File: config.mk
export PLATFORM = sky130hd
export DESIGN_NAME = keccak_padder_flat
export DESIGN_NICKNAME = d
export VERILOG_FILES = /design/src/rtl/keccak_padder_if.sv /design/src/rtl/keccak_padder.sv /design/src/flat_wrapper.sv
export SDC_FILE = /design/constraint.sdc
export NUM_CORES = 1
export LEC_CHECK = 0
export ABC_AREA = 1
export ABC_CLOCK_PERIOD_IN_PS = 1700
export BUFFER_PORTS_ARGS = -buffer_cell sky130_fd_sc_hd__buf_2
export CORE_UTILIZATION = 49
export CTS_BUF_LIST = sky130_fd_sc_hd__clkbuf_16
export CTS_CLUSTER_DIAMETER = 150
export DETAILED_ROUTE_END_ITERATION = 16
export PLACE_DENSITY = 0.78
export SLEW_MARGIN = 20
export SYNTH_ARGS = -nofsm -noshare
export SYNTH_HDL_FRONTEND = slang
export SYNTH_SLANG_ARGS = --single-unit
File: constraint.sdc
create_clock -name clk -period 1.7 [get_ports clk]
set_input_delay 0.34 -clock clk [delete_from_list [all_inputs] [get_ports clk]]
set_output_delay 0.34 -clock clk [all_outputs]
set_load 0.005 [all_outputs]
File: src/rtl/keccak_padder_if.sv
// Word-stream bus between the input stream, size_counter, keccak_padder and the absorb datapath.
// The slave modport is the padder's view; the master modport is the surrounding logic's view.
interface keccak_padder_if #(
    parameter int w = 64
);
    logic                   in_valid;
    logic                   in_ready;
    logic [w-1:0]           in_data;
    logic                   last_word;
    logic [$clog2(w)-1:0]   last_word_remainder;
    logic                   count_en;
    logic                   out_valid;
    logic                   out_ready;
    logic [w-1:0]           out_data;
    logic                   out_block_end;
    logic                   out_last;

    modport master (
        output in_valid, in_data, last_word, last_word_remainder, out_ready,
        input  in_ready, count_en, out_valid, out_data, out_block_end, out_last
    );

    modport slave (
        input  in_valid, in_data, last_word, last_word_remainder, out_ready,
        output in_ready, count_en, out_valid, out_data, out_block_end, out_last
    );
endinterface

File: src/rtl/keccak_padder.sv
// Keccak message padder: passes message words, masks the final word, applies suffix + pad10*1.
// Optional KECCAK_SHA3_SUFFIX_EN adds sha3_sel to pick the SHA3 suffix instead of SHAKE.
module keccak_padder #(
    parameter int w              = 64,
    parameter int MAX_RATE_WORDS = 21
) (
    input  logic       clk,
    input  logic       rst_n,
    input  logic       start,
    input  logic       empty_msg,
    input  logic [4:0] rate_words,
`ifdef KECCAK_SHA3_SUFFIX_EN
    input  logic       sha3_sel,
`endif
    keccak_padder_if.slave bus
);
    localparam int IW  = $clog2(MAX_RATE_WORDS + 1);
    localparam int SHW = $clog2(w) + 1;
    localparam int PW  = 5;

    typedef enum logic [1:0] {IDLE, ABSORB, PAD, EXTRA} state_t;

    state_t         state, state_n;
    logic [4:0]     rate_q;
    logic [IW-1:0]  word_idx;
    logic [PW-1:0]  sfx_q, sfx_sel, pend_q, pend_n;
    logic           out_free, blk_end, emit, abort, fin_ctx, last_n;
    logic [SHW-1:0] vb;
    logic [w-1:0]   ones, mask, base, pat_lo, pat_hi, word_n;
    logic [2*w-1:0] sh;

`ifdef KECCAK_SHA3_SUFFIX_EN
    assign sfx_sel = sha3_sel ? 5'b00110 : 5'b11111;
`else
    assign sfx_sel = 5'b11111;
`endif

    always_comb begin
        out_free = !bus.out_valid || bus.out_ready;
        abort    = start && (state != IDLE);
        blk_end  = (word_idx == IW'(rate_q - 5'd1));
        vb       = (bus.last_word_remainder == '0) ? SHW'(w) : {1'b0, bus.last_word_remainder};
        ones     = '1;
        mask     = ones >> (SHW'(w) - vb);
        // Suffix placed right after the valid bits; the upper half is what spills into later words.
        sh       = {{(2*w-PW){1'b0}}, sfx_q} << vb;

        bus.in_ready = (state == ABSORB) && out_free;
        bus.count_en = bus.in_valid && bus.in_ready;

        base    = '0;
        pat_lo  = '0;
        pat_hi  = '0;
        emit    = 1'b0;
        fin_ctx = 1'b0;
        last_n  = 1'b0;
        state_n = state;
        pend_n  = pend_q;

        case (state)
            ABSORB: begin
                emit    = bus.count_en;
                fin_ctx = bus.last_word;
                if (bus.last_word) begin
                    base   = bus.in_data & mask;
                    pat_lo = sh[w-1:0];
                    pat_hi = sh[2*w-1:w];
                end else begin
                    base = bus.in_data;
                end
            end
            PAD, EXTRA: begin
                emit    = out_free;
                fin_ctx = 1'b1;
                pat_lo  = {{(w-PW){1'b0}}, pend_q};
            end
            default: ;
        endcase

        word_n = base | pat_lo;

        if (emit && fin_ctx) begin
            if (!blk_end) begin
                state_n = (state == EXTRA) ? EXTRA : PAD;
                pend_n  = pat_hi[PW-1:0];
            end else if (pat_lo[w-1] || (pat_hi != '0)) begin
                // Suffix reached bit R-1: the closing one moves into an extra block.
                state_n = EXTRA;
                pend_n  = pat_hi[PW-1:0];
            end else begin
                word_n[w-1] = 1'b1;
                last_n      = 1'b1;
                state_n     = IDLE;
                pend_n      = '0;
            end
        end

        if (start) begin
            emit    = 1'b0;
            state_n = empty_msg ? PAD : ABSORB;
            pend_n  = empty_msg ? sfx_sel : '0;
        end
    end

    always_ff @(posedge clk or negedge rst_n) begin
        if (!rst_n) begin
            state             <= IDLE;
            rate_q            <= '0;
            sfx_q             <= '0;
            pend_q            <= '0;
            word_idx          <= '0;
            bus.out_valid     <= 1'b0;
            bus.out_data      <= '0;
            bus.out_block_end <= 1'b0;
            bus.out_last      <= 1'b0;
        end else begin
            state  <= state_n;
            pend_q <= pend_n;
            if (start) begin
                rate_q   <= rate_words;
                sfx_q    <= sfx_sel;
                word_idx <= '0;
            end
            if (abort) begin
                bus.out_valid     <= 1'b0;
                bus.out_data      <= '0;
                bus.out_block_end <= 1'b0;
                bus.out_last      <= 1'b0;
            end else if (emit) begin
                bus.out_valid     <= 1'b1;
                bus.out_data      <= word_n;
                bus.out_block_end <= blk_end;
                bus.out_last      <= last_n;
                word_idx          <= blk_end ? '0 : word_idx + 1'b1;
            end else if (bus.out_ready) begin
                bus.out_valid <= 1'b0;
            end
        end
    end
endmodule

File: src/flat_wrapper.sv
// flat-port wrapper written by rule: the top's interface ports become plain ports
module keccak_padder_flat 
#(
    parameter int w              = 64,
    parameter int MAX_RATE_WORDS = 21
)
  (clk, rst_n, start, empty_msg, rate_words, bus_in_valid, bus_in_data, bus_last_word, bus_last_word_remainder, bus_out_ready, bus_in_ready, bus_count_en, bus_out_valid, bus_out_data, bus_out_block_end, bus_out_last);
  keccak_padder_if #(.w(w)) bus_i ();
  input  logic clk;
  input  logic rst_n;
  input  logic start;
  input  logic empty_msg;
  input  logic [4:0] rate_words;
  input wire logic [$bits(bus_i.in_valid)-1:0] bus_in_valid;
  input wire logic [$bits(bus_i.in_data)-1:0] bus_in_data;
  input wire logic [$bits(bus_i.last_word)-1:0] bus_last_word;
  input wire logic [$bits(bus_i.last_word_remainder)-1:0] bus_last_word_remainder;
  input wire logic [$bits(bus_i.out_ready)-1:0] bus_out_ready;
  output wire logic [$bits(bus_i.in_ready)-1:0] bus_in_ready;
  output wire logic [$bits(bus_i.count_en)-1:0] bus_count_en;
  output wire logic [$bits(bus_i.out_valid)-1:0] bus_out_valid;
  output wire logic [$bits(bus_i.out_data)-1:0] bus_out_data;
  output wire logic [$bits(bus_i.out_block_end)-1:0] bus_out_block_end;
  output wire logic [$bits(bus_i.out_last)-1:0] bus_out_last;
  assign bus_i.in_valid = bus_in_valid;
  assign bus_i.in_data = bus_in_data;
  assign bus_i.last_word = bus_last_word;
  assign bus_i.last_word_remainder = bus_last_word_remainder;
  assign bus_i.out_ready = bus_out_ready;
  assign bus_in_ready = bus_i.in_ready;
  assign bus_count_en = bus_i.count_en;
  assign bus_out_valid = bus_i.out_valid;
  assign bus_out_data = bus_i.out_data;
  assign bus_out_block_end = bus_i.out_block_end;
  assign bus_out_last = bus_i.out_last;
  keccak_padder #(.w(w), .MAX_RATE_WORDS(MAX_RATE_WORDS)) u_core (.clk(clk), .rst_n(rst_n), .start(start), .empty_msg(empty_msg), .rate_words(rate_words), .bus(bus_i));
endmodule
==> flow_metrics.tcl <==
set metrics [dict create \
    gp_congestion 1.000 \
    grt_pass1_vias 6488 \
    finalHoldViolations 0 \
    syn_avg_cell_area_um2 6.449 \
    synthMuxAreaShare_pct 0 \
    grtUsageMet1_pct 43.71 \
    grtUsageTotal_pct 34.91 \
    cp_common_cell "nand2_1" \
    dieWidth_um 110.2 \
    dp_hpwl_um 15520 \
    setup_viol 63 \
    finalPower_w 0.008467 \
    start_kind "flop" \
    nFillCells 738 \
    nets 1264 \
    grt_util_met2_pct 57.99 \
    synth_top_family_by_area "simple AND/OR/NAND/NOR gates" \
    cts_buffers 9 \
    antenna_cells 0 \
    whs_ps 5.193 \
    antenna_left 0 \
    area_growth_pct 60.95 \
    p_leak_nw 5.249 \
    clk_path_buf_depth 2 \
    htreeDepth 3 \
    required_ps 1960 \
    drc 0 \
    cts_tree "yes" \
    synthFlopType "dfrtp_1" \
    end_kind "flop" \
    synth_area_leader_cell "dfrtp_1" \
    layout.cells.most_common "nand2_1" \
    final_layout_size_suffix_gt1_share_pct 43.91 \
    hold_path_class "in2async" \
    finalClockSkew_ps 7.943 \
    async_flop_share_pct 100.0 \
    vias 7539 \
    synth_warnings 0 \
    synth_edf_count 0 \
    start_util_pct 50.26 \
    synth_adder_area_share_pct 1.090 \
    core-area_um2 11420 \
    path_class "reg2reg" \
    slowest_stage "dfrtp_1" \
    grtUsageMet3_pct 6.290 \
    reg2regPathDepth 14 \
    maxCapViolations 0 \
    layout_min_cycle_time_ps 1879 \
    synth_compound_area_share_pct 10.79 \
    r2r_setup_slack_ps -180 \
    status "complete, but fails checks" \
    cts.clk_slew.worst_paths_ps 70 \
    wirelength_um 24710 \
    grt_most_used_layer "met2" \
    fin_crit_sh_pct 110.6 \
    synth_xor_area_share_pct 1.373 \
    final_cell_mix "nand2_1, buf_2, buf_4" \
    die_area_um2 12150 \
    relSlewSlack_pct 68.20 \
    worstPathMaxFanout 4 \
    power.density_nw_per_um2 916.6 \
    root_buffer "clkbuf_16" \
    rsz0062_at_grt "true" \
    slowest_delay_ps 400 \
    drv_slew 0 \
    synth_top_area_share_pct 37.06 \
    worstPathCellList "inv_2 > nand2_4 > nor2_4 > buf_4 > nand4_1 > nand2_1 > nand2_1 > inv_1 > nor2_4 > buf_4 > nand3_2 > nand3_2 > nand2_1 > nand2_1" \
    grt_pass1_wl_um 31470 \
    cts_sinks 85 \
    synth_simple_gate_area_share_pct 41.07 \
    violations "negative setup slack" \
    antenna_found_initial 0 \
    final.setup.worst_slack_ps -179.5 \
    grt_remaining_overflow 0 \
    seq_area_frac_synth_pct 37.06 \
    grt_max_degree 86 \
    rows 39 \
    synth_cells 890 \
    synthTopCellsByArea "dfrtp_1, nand2_1, nor2_1" \
    die-height_um 110.2 \
    portBuffers 150 \
    ys_ff_latch 85 \
    worstMarginPinSlew_ps 477.0 \
    irDropWorstVdd_mv 0.9675 \
    ys_types 40 \
    clk_latency_ps 360 \
    post_drt_wl_per_cell_um 18.65 \
    synth_area_um2 5739 \
    io-pin-count 151 \
    fin_util_pct 80.90 \
    cp.arrival_ps 2140 \
    synth_fp_nets 977 \
    drt_first_pass_iters 6 \
    first_iter_violations 819 \
    viasPerCell 5.690 \
    fmax_mhz 532.1 \
]
registers in the layout (all words and copies together) (netlist names):
signal and flops:
u_core.bus.out_data 64, u_core.pend_q 5, u_core.rate_q 5, u_core.word_idx 5, u_core.state 2, u_core.bus.out_block_end 1
u_core.bus.out_last 1, u_core.bus.out_valid 1, u_core.sfx_q 1
logic make-up (layout without fill, tap and decap cells):
logic type / after synthesis / count (layout)
and+or+nand+nor: 570 / 570
buffers and inverters: 117 / 409
adders and majority gates: 5 / 5
DFF: 85 / 85
xor gates and xnor gates: 9 / 9
AOI/OAI and AO/OA: 104 / 104
worst max-delay path: cells and delay by family, from the launching register on:
family / cells / cell delay [ps]
flip-flops: 1 / 400
AND/OR/NAND/NOR: 10 / 900
buffers and inverters: 4 / 480
area by class of cell:
class                           instances  area [um^2]  area share [%]
Multi-Input combinational cell        688         3933           42.57
Timing Repair Buffer                  313         2390           25.87
Sequential cell                        85         2127           23.03
Inverter                               80        310.3           3.359
Clock buffer                            9        225.2           2.438
Tap cell                              143        178.9           1.937
Clock inverter                          7        73.82          0.7991
metrics by stage:
step                area, um^2  setup TNS (ps)  worst slack, ps  std cells
floorplan                 5848           -3382           -108.2        890
global placement          7596          -22400           -570.1       1272
detailed placement        7596          -24280           -593.0       1272
CTS                       8005          -496.1           -109.7       1291
global route              9238           -8088           -303.6       1325
finish                    9238           -2909           -179.5       1325
Yosys cell counts, types with 4 or more instances:
library cell	count
nor2_1	77
o21ai_0	47
nand3_1	46
nand4_1	10
inv_1	75
dfrtp_1	85
buf_2	17
xnor2_1	5
o21ai_1	13
xor2_1	4
inv_2	4
o21bai_1	17
ha_1	5
nor3_1	5
a21oi_1	11
o22ai_1	5
clkbuf_1	11
nand3b_1	5
nand2_1	411
path summary, 6_finish.rpt:
path / startpoint / endpoint
max reg2reg: u_core.state[1] / u_core.bus.out_data[63]
min reg2reg: u_core.bus.out_data[15] / u_core.bus.out_data[15]
min: rst_n / u_core.bus.out_data[44]
max: u_core.state[1] / u_core.bus.out_data[63]
min in group clk: rate_words[3] / u_core.rate_q[3]
max in group asynchronous: rst_n / u_core.bus.out_data[20]
layer usage:
| layer | vias up | share of wire [%] |
|---|---|---|
| met5 | - | 0.21 |
| met4 | 2 | 6.0 |
| met3 | 144 | 10 |
| met2 | 527 | 47 |
| met1 | 3501 | 37 |
| li1 | 3365 | - |
power breakdown:
group | switching (W) | internal [W]
Combinational | 0.00224 | 0.00173
Sequential | 0.000169 | 0.00225
Clock | 0.000929 | 0.00115
Total | 0.00333 | 0.00513
timing repair:
action | 4_1_cts | 5_1_grt
endpoints found under the setup margin | 53 | 79
cloned | 0 | 14
hold endpoints to repair | 0 | 0
hold buffers | 0 | 0
buffers inserted | 3 | 23
pin swaps | 8 | 106
gates resized for setup | 32 | 232
Power figures use the tool's default switching activity.
